$ cat src/rtl/router_fsm_ctrl.sv
// Packet-reception sequencer for the 1x3 router: decodes the destination, stalls the source
// and sequences header/payload/parity writes. Optional macro ROUTER_FSM_DROP_EN adds a drop state for address 2'b11.
module router_fsm_ctrl #(
  parameter int ADDR_W = 2,
  parameter int ONEHOT = 0
) (
  input  logic              clock,
  input  logic              reset,
  input  logic              pkt_valid,
  input  logic [ADDR_W-1:0] data_in,
  input  logic              fifo_full,
  input  logic              fifo_empty_0,
  input  logic              fifo_empty_1,
  input  logic              fifo_empty_2,
  input  logic              soft_reset_0,
  input  logic              soft_reset_1,
  input  logic              soft_reset_2,
  input  logic              parity_done,
  input  logic              low_pkt_valid,
  output logic              detect_add,
  output logic              lfd_state,
  output logic              ld_state,
  output logic              laf_state,
  output logic              full_state,
  output logic              write_enb_reg,
  output logic              rst_int_reg,
  output logic              busy
);

`ifdef ROUTER_FSM_DROP_EN
  localparam int NST = 9;
`else
  localparam int NST = 8;
`endif
  localparam int SW = (ONEHOT != 0) ? NST : $clog2(NST);

  typedef enum logic [SW-1:0] {
    DECODE_ADDRESS     = SW'((ONEHOT != 0) ? (1 << 0) : 0),
    WAIT_TILL_EMPTY    = SW'((ONEHOT != 0) ? (1 << 1) : 1),
    LOAD_FIRST_DATA    = SW'((ONEHOT != 0) ? (1 << 2) : 2),
    LOAD_DATA          = SW'((ONEHOT != 0) ? (1 << 3) : 3),
    FIFO_FULL_STATE    = SW'((ONEHOT != 0) ? (1 << 4) : 4),
    LOAD_AFTER_FULL    = SW'((ONEHOT != 0) ? (1 << 5) : 5),
    LOAD_PARITY        = SW'((ONEHOT != 0) ? (1 << 6) : 6),
    CHECK_PARITY_ERROR = SW'((ONEHOT != 0) ? (1 << 7) : 7)
`ifdef ROUTER_FSM_DROP_EN
    , DROP_PACKET      = SW'((ONEHOT != 0) ? (1 << 8) : 8)
`endif
  } state_t;

  state_t      state_q, state_d;
  logic [1:0]  addr_q, addr_d;
  logic [1:0]  sel_addr;
  logic [3:0]  empty_vec, soft_vec;
  logic        empty_sel, soft_sel, addr_ok;
  logic [7:0]  outs_d;

  assign addr_ok   = (data_in != 2'b11);
  assign sel_addr  = (state_q == DECODE_ADDRESS) ? data_in : addr_q;
  assign empty_vec = {1'b0, fifo_empty_2, fifo_empty_1, fifo_empty_0};
  assign soft_vec  = {1'b0, soft_reset_2, soft_reset_1, soft_reset_0};
  assign empty_sel = empty_vec[sel_addr];
  assign soft_sel  = soft_vec[addr_q];

  always_comb begin
    state_d = state_q;
    addr_d  = addr_q;
    unique case (state_q)
      DECODE_ADDRESS: begin
        if (pkt_valid && addr_ok) begin
          addr_d  = data_in;
          state_d = empty_sel ? LOAD_FIRST_DATA : WAIT_TILL_EMPTY;
        end
`ifdef ROUTER_FSM_DROP_EN
        else if (pkt_valid) begin
          state_d = DROP_PACKET;
        end
`endif
      end
      WAIT_TILL_EMPTY:    if (empty_sel) state_d = LOAD_FIRST_DATA;
      LOAD_FIRST_DATA:    state_d = LOAD_DATA;
      LOAD_DATA: begin
        if (fifo_full)       state_d = FIFO_FULL_STATE;
        else if (!pkt_valid) state_d = LOAD_PARITY;
      end
      FIFO_FULL_STATE:    if (!fifo_full) state_d = LOAD_AFTER_FULL;
      LOAD_AFTER_FULL: begin
        if (parity_done)        state_d = DECODE_ADDRESS;
        else if (low_pkt_valid) state_d = LOAD_PARITY;
        else                    state_d = LOAD_DATA;
      end
      LOAD_PARITY:        state_d = CHECK_PARITY_ERROR;
      CHECK_PARITY_ERROR: state_d = fifo_full ? FIFO_FULL_STATE : DECODE_ADDRESS;
`ifdef ROUTER_FSM_DROP_EN
      DROP_PACKET:        if (!pkt_valid) state_d = DECODE_ADDRESS;
`endif
      default:            state_d = DECODE_ADDRESS;
    endcase
    // An abort only matters for the latched port, and never while dropping.
    if (soft_sel && state_q != DECODE_ADDRESS
`ifdef ROUTER_FSM_DROP_EN
        && state_q != DROP_PACKET
`endif
       ) begin
      state_d = DECODE_ADDRESS;
    end
  end

  // Outputs are decoded from the next state and registered, so they track state_q exactly.
  // Bit order: detect_add, lfd, ld, laf, full, write_enb, rst_int, busy.
  always_comb begin
    outs_d = 8'b0;
    unique case (state_d)
      DECODE_ADDRESS:     outs_d = 8'b1000_0000;
      WAIT_TILL_EMPTY:    outs_d = 8'b0000_0001;
      LOAD_FIRST_DATA:    outs_d = 8'b0100_0001;
      LOAD_DATA:          outs_d = 8'b0010_0100;
      FIFO_FULL_STATE:    outs_d = 8'b0000_1001;
      LOAD_AFTER_FULL:    outs_d = 8'b0001_0101;
      LOAD_PARITY:        outs_d = 8'b0000_0101;
      CHECK_PARITY_ERROR: outs_d = 8'b0000_0011;
      default:            outs_d = 8'b0;
    endcase
  end

  always_ff @(posedge clock) begin
    if (reset) begin
      state_q <= DECODE_ADDRESS;
      addr_q  <= 2'b00;
      {detect_add, lfd_state, ld_state, laf_state,
       full_state, write_enb_reg, rst_int_reg, busy} <= 8'b1000_0000;
    end else begin
      state_q <= state_d;
      addr_q  <= addr_d;
      {detect_add, lfd_state, ld_state, laf_state,
       full_state, write_enb_reg, rst_int_reg, busy} <= outs_d;
    end
  end

endmodule

$ cat config.mk
export PLATFORM = sky130hd
export DESIGN_NAME = router_fsm_ctrl
export DESIGN_NICKNAME = d
export VERILOG_FILES = /design/src/rtl/router_fsm_ctrl.sv
export SDC_FILE = /design/constraint.sdc
export NUM_CORES = 1
export LEC_CHECK = 0
export ABC_AREA = 1
export BUFFER_PORTS_ARGS = -buffer_cell sky130_fd_sc_hd__buf_2
export CAP_MARGIN = 20
export CORE_AREA = 2 2 44 46
export CTS_CLUSTER_SIZE = 20
export DETAILED_ROUTE_END_ITERATION = 8
export DIE_AREA = 0 0 46 48
export GPL_TIMING_DRIVEN = 0
export PLACE_DENSITY_LB_ADDON = 0.1
export SYNTH_ARGS = -nofsm -noshare
export SYNTH_HDL_FRONTEND = slang
export SYNTH_SLANG_ARGS = --single-unit
$ cat constraint.sdc
create_clock -name clock -period 1.9 [get_ports clock]
set_input_delay 0.19 -clock clock [delete_from_list [all_inputs] [get_ports clock]]
set_output_delay 0.19 -clock clock [all_outputs]
set_load 0.02 [all_outputs]
---- Word level (Yosys, flattened, before mapping) ----
Memories as Yosys holds them, arrays and structs flattened. A register that Yosys moved wholly into a read port is not among the register bits.
Index checks and enable logic that the tools add are counted.
Widths: inputs -> output; s select.
operators by class
  reduce and logical (&&, ||, !) cells .... 5
  $lt $le $gt $ge ......................... 2
  multiplexer cells ....................... 16
  equality and inequality tests ........... 8
operators with widths
  operator            count
  $mux 3              9
  $pmux 3 s8          1
  $eq 3x3->1 const B  4
  $eq 3x2->1 const B  2
  $lt 2x3->1 const B  2
  $bmux 1 s2          2
  $mux 2              2
  $eq 3x1->1 const B  1
  $logic_not 3->1     1
  $reduce_bool 3->1   1
  $logic_and 1x1->1   2
  $mux 1              2
  $ne 2x2->1 const B  1
  $reduce_and 2->1    1
word-level totals
  input port bits ......................... 14
  memory bits (read-only) ................. 64
  output and inout port bits .............. 8
  memories kept ........................... 1
  flip-flop bits (word level) ............. 5
memories
  memory           words  width  rd ports  clocked after memory_dff  wr ports  RTL line  source
  (no name shown)  8      8      1         1                         0         113       unique case (state_d)

---- Depth between registers and ports, before layout ----
Gate-level depths: netlist (run 1).
  depth after elaboration ................. 8
  gate-level depth with buffers ........... 13
  gate-level depth less buffers ........... 13

---- Worst setup path before layout (run 1) ----
No wires, ideal clock.
  kind .................................... register -> register
  from .................................... register state_q[0]
  to ...................................... register busy
  cell stages (with the launch flop) ...... 13
  setup time .............................. 0.121 ns
  path buffers ............................ 0
  clock period less this slack ............ 1.576 ns
  setup slack ............................. 0.324 ns
  arrival time ............................ 1.455 ns
  cell sequence ........................... dfxtp_1 -> nor2_4 -> nand2_4 -> inv_2 -> nor2_4 -> nand2_1 -> nand2_1 -> nand2_2 -> nand2_4 -> inv_2 -> ha_1 -> nand2_1 -> o21ai_0
on the way
  longest elaborated chain between the ends .. 8
RTL lines
  item                          RTL line  source
  start, declared               51        state_t state_q, state_d;
  start signal, assigned        133       state_q <= state_d;
  $logic_not 3->1               59, 68
  $mux 2                        59        assign sel_addr = (state_q == DECODE_ADDRESS) ? data_in : addr_q;
  $bmux 1 s2                    62        assign empty_sel = empty_vec[sel_addr];
  $mux 1 (not written as such)  62
  $mux 2                        72        state_d = empty_sel ? LOAD_FIRST_DATA : WAIT_TILL_EMPTY;
  $mux 3                        70        if (pkt_valid && addr_ok) begin
  $pmux 3 s8                    68        unique case (state_q)
  $mux 3 *                      100       if (soft_sel && state_q != DECODE_ADDRESS
  via state_d[1]                51
  end, declared                 27        output logic busy
The timed path passes the listed nets; every way through them passes the cells marked *. The select of a mux whose other input is x is not followed.
A chain may end at the register's enable or synchronous reset.

---- Worst setup path in the final report (run 1) ----
Ends and elaborated chain as after synthesis.

==> key figures, run 1 <==
GRT
  – Largest net degree at the start of global routing: 8
  – Initial antenna violation count: 0
  – First-pass GRT wire length: ~2.5 mm
  – Most used routing layer: met2
  – Met1 Use GR: a little over a fifth
  – Met3 GRT Util: about 1.1%
  – Congestion Overflow GR: 0
  – GRT Total Usage: between 15 and 20%
  – Vias in the first global route: 616
  – Grt met2 use: between 20 and 25%

Clock network
  – Clock sink count: 13
  – Post-CTS Setup Inserts: 0
  – Reg clk slew, reported paths: approximately 0.08 ns
  – Worst skew pair latency: about 0.27 ns
  – Clock Tree Root: clkbuf_4
  – CTS tree: built
  – Clock buffer count from CTS: 3
  – H-tree depth: 1
  – Maximum clock path buffer count: 2

Routing
  – Via count normalized by instance count: between 4 and 5
  – TritonRoute pass-1 iters: 4
  – Number of remaining DRC errors: 0
  – Iter 0 DRT Violations: 5
  – ANT nets after route: 0
  – Total number of vias: about 700
  – Routed length per instance: between 9 and 10 microns
  – Drt total wl: 1.46 mm

Worst setup path
  – Worst path top cell family by delay: simple AND/OR/NAND/NOR gates
  – Setup CP Type: reg2reg
  – R2r worst-path depth: 10
  – WP depth: 10
  – CP bufs+invs: 2
  – Crit-path max FO: 6
  – Critical path endpoint category: register
  – Critical path's slowest cell: dfxtp_1
  – CP Data Arrival Time: 1.87 ns
  – Critical Path RT: 2.05 ns
  – Critical path cell sequence: inv_2 > nor3_2 > nand2_1 > o211ai_1 > nand2_1 > nand2_4 > inv_2 > ha_1 > nand2_1 > o21ai_0
  – Crit-path max cell delay: between 0.4 and 0.5 ns
  – CP startpoint kind: register
  – Most numerous cell on the critical path: nand2_1

Placed design
  – RePlAce Congestion: 0.812
  – Dpl cells: 147
  – Port Buf Inserts: 21
  – Dpl hpwl: about 1.2 mm

Synth
  – Post-Synthesis Cells: 109
  – Syn nets: 125
  – Post-synth top area cell: dfxtp_1
  – Yosys reg bits: 13
  – Unique cell type count in the Yosys netlist: 19
  – Cell Area, Synth: around 760 sq um
  – Post-synth top area share: between 30% and 40%
  – Synth top area cells: dfxtp_1, nand2_1, inv_1
  – Post-synthesis sequential area ratio: around 34%
  – Mapped Avg Cell Area: slightly below 7 sq um
  – Ys Warns: 0

Final layout
  – Register Area: around 260 sq um
  – Antenna diodes: 0
  – Multi-input logic area: around 420 sq um
  – Share of cells above drive strength 1: 35.1%
  – Fill cells: ~180
  – Final #Nets: about 150
  – Biggest regs: state_q: 3 flops, addr_q: 2 flops
  – Top reg by flops: state_q
  – Post-Layout Cell Count: ~150
  – Syn-to-layout area delta: 20.4%
  – Max FFs per register: 3

Worst hold path
  – Hold path cells: 2
  – Worst min path class: in2reg

Power
  – Power per cell area: approximately 800 nW/um^2
  – Pleak: approximately 0.47 nW
  – Peak VDD IR: a little under 0.5 mV
  – Total power: around 0.73 mW

Floorplan
  – Starting Density: between 40% and 50%
  – Row Count: 15
  – I/O pin count: 22
  – Die X: 46 microns
  – Core area: between 1500 and 2000 sq um
  – Full die area: between 2000 and 2500 sq um
  – Height of the die: 48 microns

Timing
  – Setup violators final: 0
  – Fin Setup TNS: 0 ns
  – Hold Slack: approximately 0.17 ns
  – F_max: 582 MHz
  – Final Hold Vio Count: 0
  – Min Tclk post-route: approximately 1.7 ns
  – Crit share post-route: 90.5%
  – Slew margin rel.: slightly above 80%
  – Max Slew Vio Count: 0
  – Post-Route Skew: 0.00344 ns
  – Worst-Margin Slew: 0.261 ns
  – Unrepaired setup endpoints after global routing: no

Flow run
  – MaxCap Viol Count: 0

Run status
  – Status: finished clean
-- logic make-up (layout without fill, tap and decap cells) --
kind of cell | count (synthesis) | after routing | share of synthesized area [%]
flops | 13 | 13 | 34.4
fa+ha+maj | 2 | 2 | 3.31
buf+inv | 20 | 45 | 9.93
simple gates | 62 | 62 | 43.4
compound gates | 12 | 12 | 8.94
-- where the power goes --
part           total, mW  internal, mW  switching, mW
Sequential         0.314         0.297         0.0174
Clock              0.165        0.0812         0.0841
Combinational      0.251        0.0894          0.161
-- through the flow --
stage / instance area (sq um) / worst slack (ns) / utilization [%]
floorplan: 756 / 0.324 / -
global placement: 882 / 0.175 / 52.2
detailed placement: 882 / 0.172 / 52.2
CTS: 908 / 0.150 / 53.8
global route: 910 / 0.00615 / 53.9
finish: 910 / 0.181 / 53.9
-- layer usage --
metal,vias to the layer above,wire length [microns]
met5,-,0
met4,0,14
met3,2,38
met2,10,705
met1,305,698
li1,393,-
-- what timing repair did --
item / 4_1_cts / 5_1_grt
setup endpoints to repair: 0 / 2
gates resized for setup: 0 / 2
hold buffers: 0 / 0
-- placed cells by master, fill, tap and decap left out --
cell and instances:
nand2_1 24, buf_2 21, inv_1 14, nor2_1 12
dfxtp_1 12, nand3_1 9, inv_2 6, nand2_2 5
o21ai_0 5, nand3_2 4, nor2_4 3, a21oi_1 3
clkbuf_4 3, nand2_4 2, nor3_1 2, ha_1 2
o21ai_2 1, nor3_2 1, o211ai_1 1, a31oi_1 1
o21ai_1 1, clkbuf_1 1, dfxtp_2 1
-- final timing paths --
path / from / to / slack, ns
min reg2reg: addr_q[1] / addr_q[1] / 0.52
max: state_q[0] / busy / 0.18
max reg2reg: state_q[0] / busy / 0.18
min: reset / state_q[1] / 0.17
-- synth_stat cells, drive strengths merged --
cell type / n
nand2: 31
inv: 20
nor2: 15
o21ai: 7
o211ai: 1
dfxtp: 13
nand3: 13
a31oi: 1
nor3: 3
ha: 2
a21oi: 3
-- cell type report --
type	count	area share, %
Multi-Input combinational cell	76	46.2
Sequential cell	13	28.7
Timing Repair Buffer	21	11.6
Inverter	20	8.25
Clock buffer	4	2.89
Tap cell	17	2.34
-- worst reg2reg max path, cell delays in order, from the launching register on --
cell and delay [ns]:
dfxtp_1 0.47, inv_2 0.07, nor3_2 0.18, nand2_1 0.09
o211ai_1 0.09, nand2_1 0.14, nand2_4 0.12, inv_2 0.04
ha_1 0.28, nand2_1 0.06, o21ai_0 0.07
Note: power is estimated with default switching activity, not from simulation.
==> run 2: changes to the inputs <==
- RECOVER_POWER: not set -> 100
==> run 2 against run 1 <==
Global-route usage did not move. First-iteration DRC count unchanged. Routed wire length is 0.27% higher.
==> key figures, run 2 (same netlist as run 1, synthesis figures left out) <==
Run status
  – Status: finished clean

Flow run
  – MaxCap Viol Count: 0 (unchanged)

Floorplan
  – Starting Density: 44.7% (unchanged)
  – Die X: 46 microns (unchanged)
  – Core area: 1690 sq um (unchanged)
  – I/O pin count: 22 (unchanged)
  – Full die area: 2210 sq um (unchanged)
  – Height of the die: 48 microns (unchanged)
  – Row Count: 15 (unchanged)

Final layout
  – Most common cell after layout, fill and taps aside: nand2_1
  – Max FFs per register: 3 (unchanged)
  – Final #Nets: 151 (unchanged)
  – Share of cells above drive strength 1: 26.1% (-9.0 points)
  – Syn-to-layout area delta: 17.4%
  – Post-Layout Cell Count: 151 (unchanged)
  – Antenna diodes: 0 (unchanged)
  – Top reg by flops: state_q
  – Commonest non-fill, non-tap cells in the layout: nand2_1, inv_1, nor2_1, buf_2, dfxtp_1
  – Fill cells: 185 (+1.6%)
  – Biggest regs: state_q: 3 flops, addr_q: 2 flops

Clock network
  – Clock sink count: 13 (unchanged)
  – Post-CTS Setup Inserts: 0 (unchanged)
  – Clock buffer count from CTS: 3 (unchanged)
  – Maximum clock path buffer count: 2 (unchanged)
  – H-tree depth: 1 (unchanged)
  – Worst skew pair latency: 0.27 ns (about the same)
  – Clock Tree Root: clkbuf_4
  – CTS tree: built
  – Reg clk slew, reported paths: 0.08 ns (about the same)

Worst hold path
  – Hold EP: state_q[0]
  – Worst min path class: in2reg
  – Hold path start: reset
  – Hold path cells: 2 (unchanged)

Routing
  – Via count normalized by instance count: 4.68 (-0.56%)
  – ANT nets after route: 0 (unchanged)
  – TritonRoute pass-1 iters: 3 (-1)
  – Iter 0 DRT Violations: 5 (unchanged)
  – Total number of vias: 706 (-0.56%)
  – Routed length per instance: 9.67 microns (+0.27%)
  – Number of remaining DRC errors: 0 (unchanged)
  – Drt total wl: 1.46 mm (+0.27%)

Worst setup path
  – Crit-path max FO: 6 (unchanged)
  – R2r worst-path depth: 10 (unchanged)
  – Critical Path RT: 2.05 ns (about the same)
  – CP Data Arrival Time: 1.87 ns (about the same)
  – Critical path endpoint category: register
  – Register-to-Register Setup Slack: 0.18 ns (about the same)
  – CP startpoint kind: register
  – Worst r2r dst: busy
  – R2R Path Start: state_q[0]
  – Setup CP Type: reg2reg

Placed design
  – Dpl cells: 147 (unchanged)
  – Port Buf Inserts: 21 (unchanged)
  – Dpl hpwl: 1.23 mm (unchanged)
  – RePlAce Congestion: 0.812 (unchanged)

Timing
  – F_max: 581 MHz (-0.18%)
  – Crit share post-route: 90.7% (+0.16 points)
  – Setup violators final: 0 (unchanged)
  – Post-Route Skew: 0.00578 ns (+0.00234 ns)
  – Fin Setup TNS: 0 ns (unchanged)
  – Worst-Margin Slew: 0.279 ns (+0.0179 ns)
  – Final Hold Vio Count: 0 (unchanged)
  – Min Tclk post-route: 1.72 ns (+0.00313 ns)
  – Unrepaired setup endpoints after global routing: no
  – Max Slew Vio Count: 0 (unchanged)
  – Slew margin rel.: 81.3% (-1.2 points)

GRT
  – GRT Total Usage: 15.6% (unchanged)
  – Congestion Overflow GR: 0 (unchanged)
  – First-pass GRT wire length: 2.50 mm (unchanged)
  – Largest net degree at the start of global routing: 8 (unchanged)
  – Vias in the first global route: 616 (unchanged)
  – Initial antenna violation count: 0 (unchanged)

Power
  – Pleak: 0.435 nW (-6.7%)
  – Power per cell area: 812 nW/um^2 (+1.2%)
  – Peak VDD IR: 0.490 mV (about the same)
[run 2: cell types whose count changed in the layout (fill, tap and decap cells not counted), sizes merged]
cell    before  now
clkbuf       4   12
buf         21   13
[run 2: cell type report]
class	instances	area [sq um]	area share (%)
multi-input cells	76	408	46.0
repair buffers	21	95.1	10.7
clock buffers	4	26.3	2.96
flip-flops and latches	13	262	29.5
well taps	17	21.3	2.40
inverters	20	75.1	8.46
[run 2: per-stage QoR]
| step | hold WS [ns] | cell area, sq um | total power, mW | utilization (%) | setup WS, ns |
|---|---|---|---|---|---|
| 2_1_floorplan | 0.261 | 756 | 0.512 | - | 0.324 |
| 3_3_place_gp | 0.444 | 882 | 0.571 | 52.2 | 0.175 |
| 3_5_place_dp | 0.447 | 882 | 0.575 | 52.2 | 0.172 |
| 4_1_cts | 0.159 | 908 | 0.741 | 53.8 | 0.150 |
| 5_1_grt | 0.137 | 887 | 0.778 | 52.5 | 0.00810 |
| 6_report | 0.135 | 887 | 0.721 | 52.5 | 0.177 |
[run 2: worst max-delay path by stage]
stage,from,end,slack [ns],cells past startpoint
after floorplan,state_q[0],busy,0.32,12
after global placement,state_q[0],busy,0.18,10
after detailed placement,state_q[2],write_enb_reg,0.17,12
after CTS,state_q[2],write_enb_reg,0.15,12
after global routing,state_q[0],busy,0.008,10
final,state_q[0],busy,0.18,10
[run 2: routing by layer]
| layer | wire (microns) | vias to the layer above | GRT usage, % |
|---|---|---|---|
| li1 | - | 393 | - |
| met1 | 723 | 301 | 20.9 |
| met2 | 690 | 10 | 24.7 |
| met3 | 31 | 2 | 1.13 |
| met4 | 14 | 0 | 8.57 |
| met5 | 0 | - | 0 |
[run 2: worst max-delay path, stage by stage (launching register included)]
cell      delay, ns
dfxtp_1        0.47
inv_2          0.07
nor3_2         0.18
nand2_1        0.09
o211ai_1       0.09
nand2_1        0.14
nand2_4        0.12
inv_2          0.04
ha_1           0.28
nand2_1        0.06
o21ai_0        0.07
[run 2: power by group]
part / switching (mW) / internal (mW) / total [mW] / leakage [nW]
clock network: 0.0819 / 0.0812 / 0.163 / 0.0150
logic: 0.158 / 0.0846 / 0.243 / 0.314
registers: 0.0179 / 0.297 / 0.315 / 0.106
[run 2: what timing repair did]
action                     4_1_cts  5_1_grt
hold buffers                     0        0
setup endpoints to repair        0        2
resized for setup                0        2
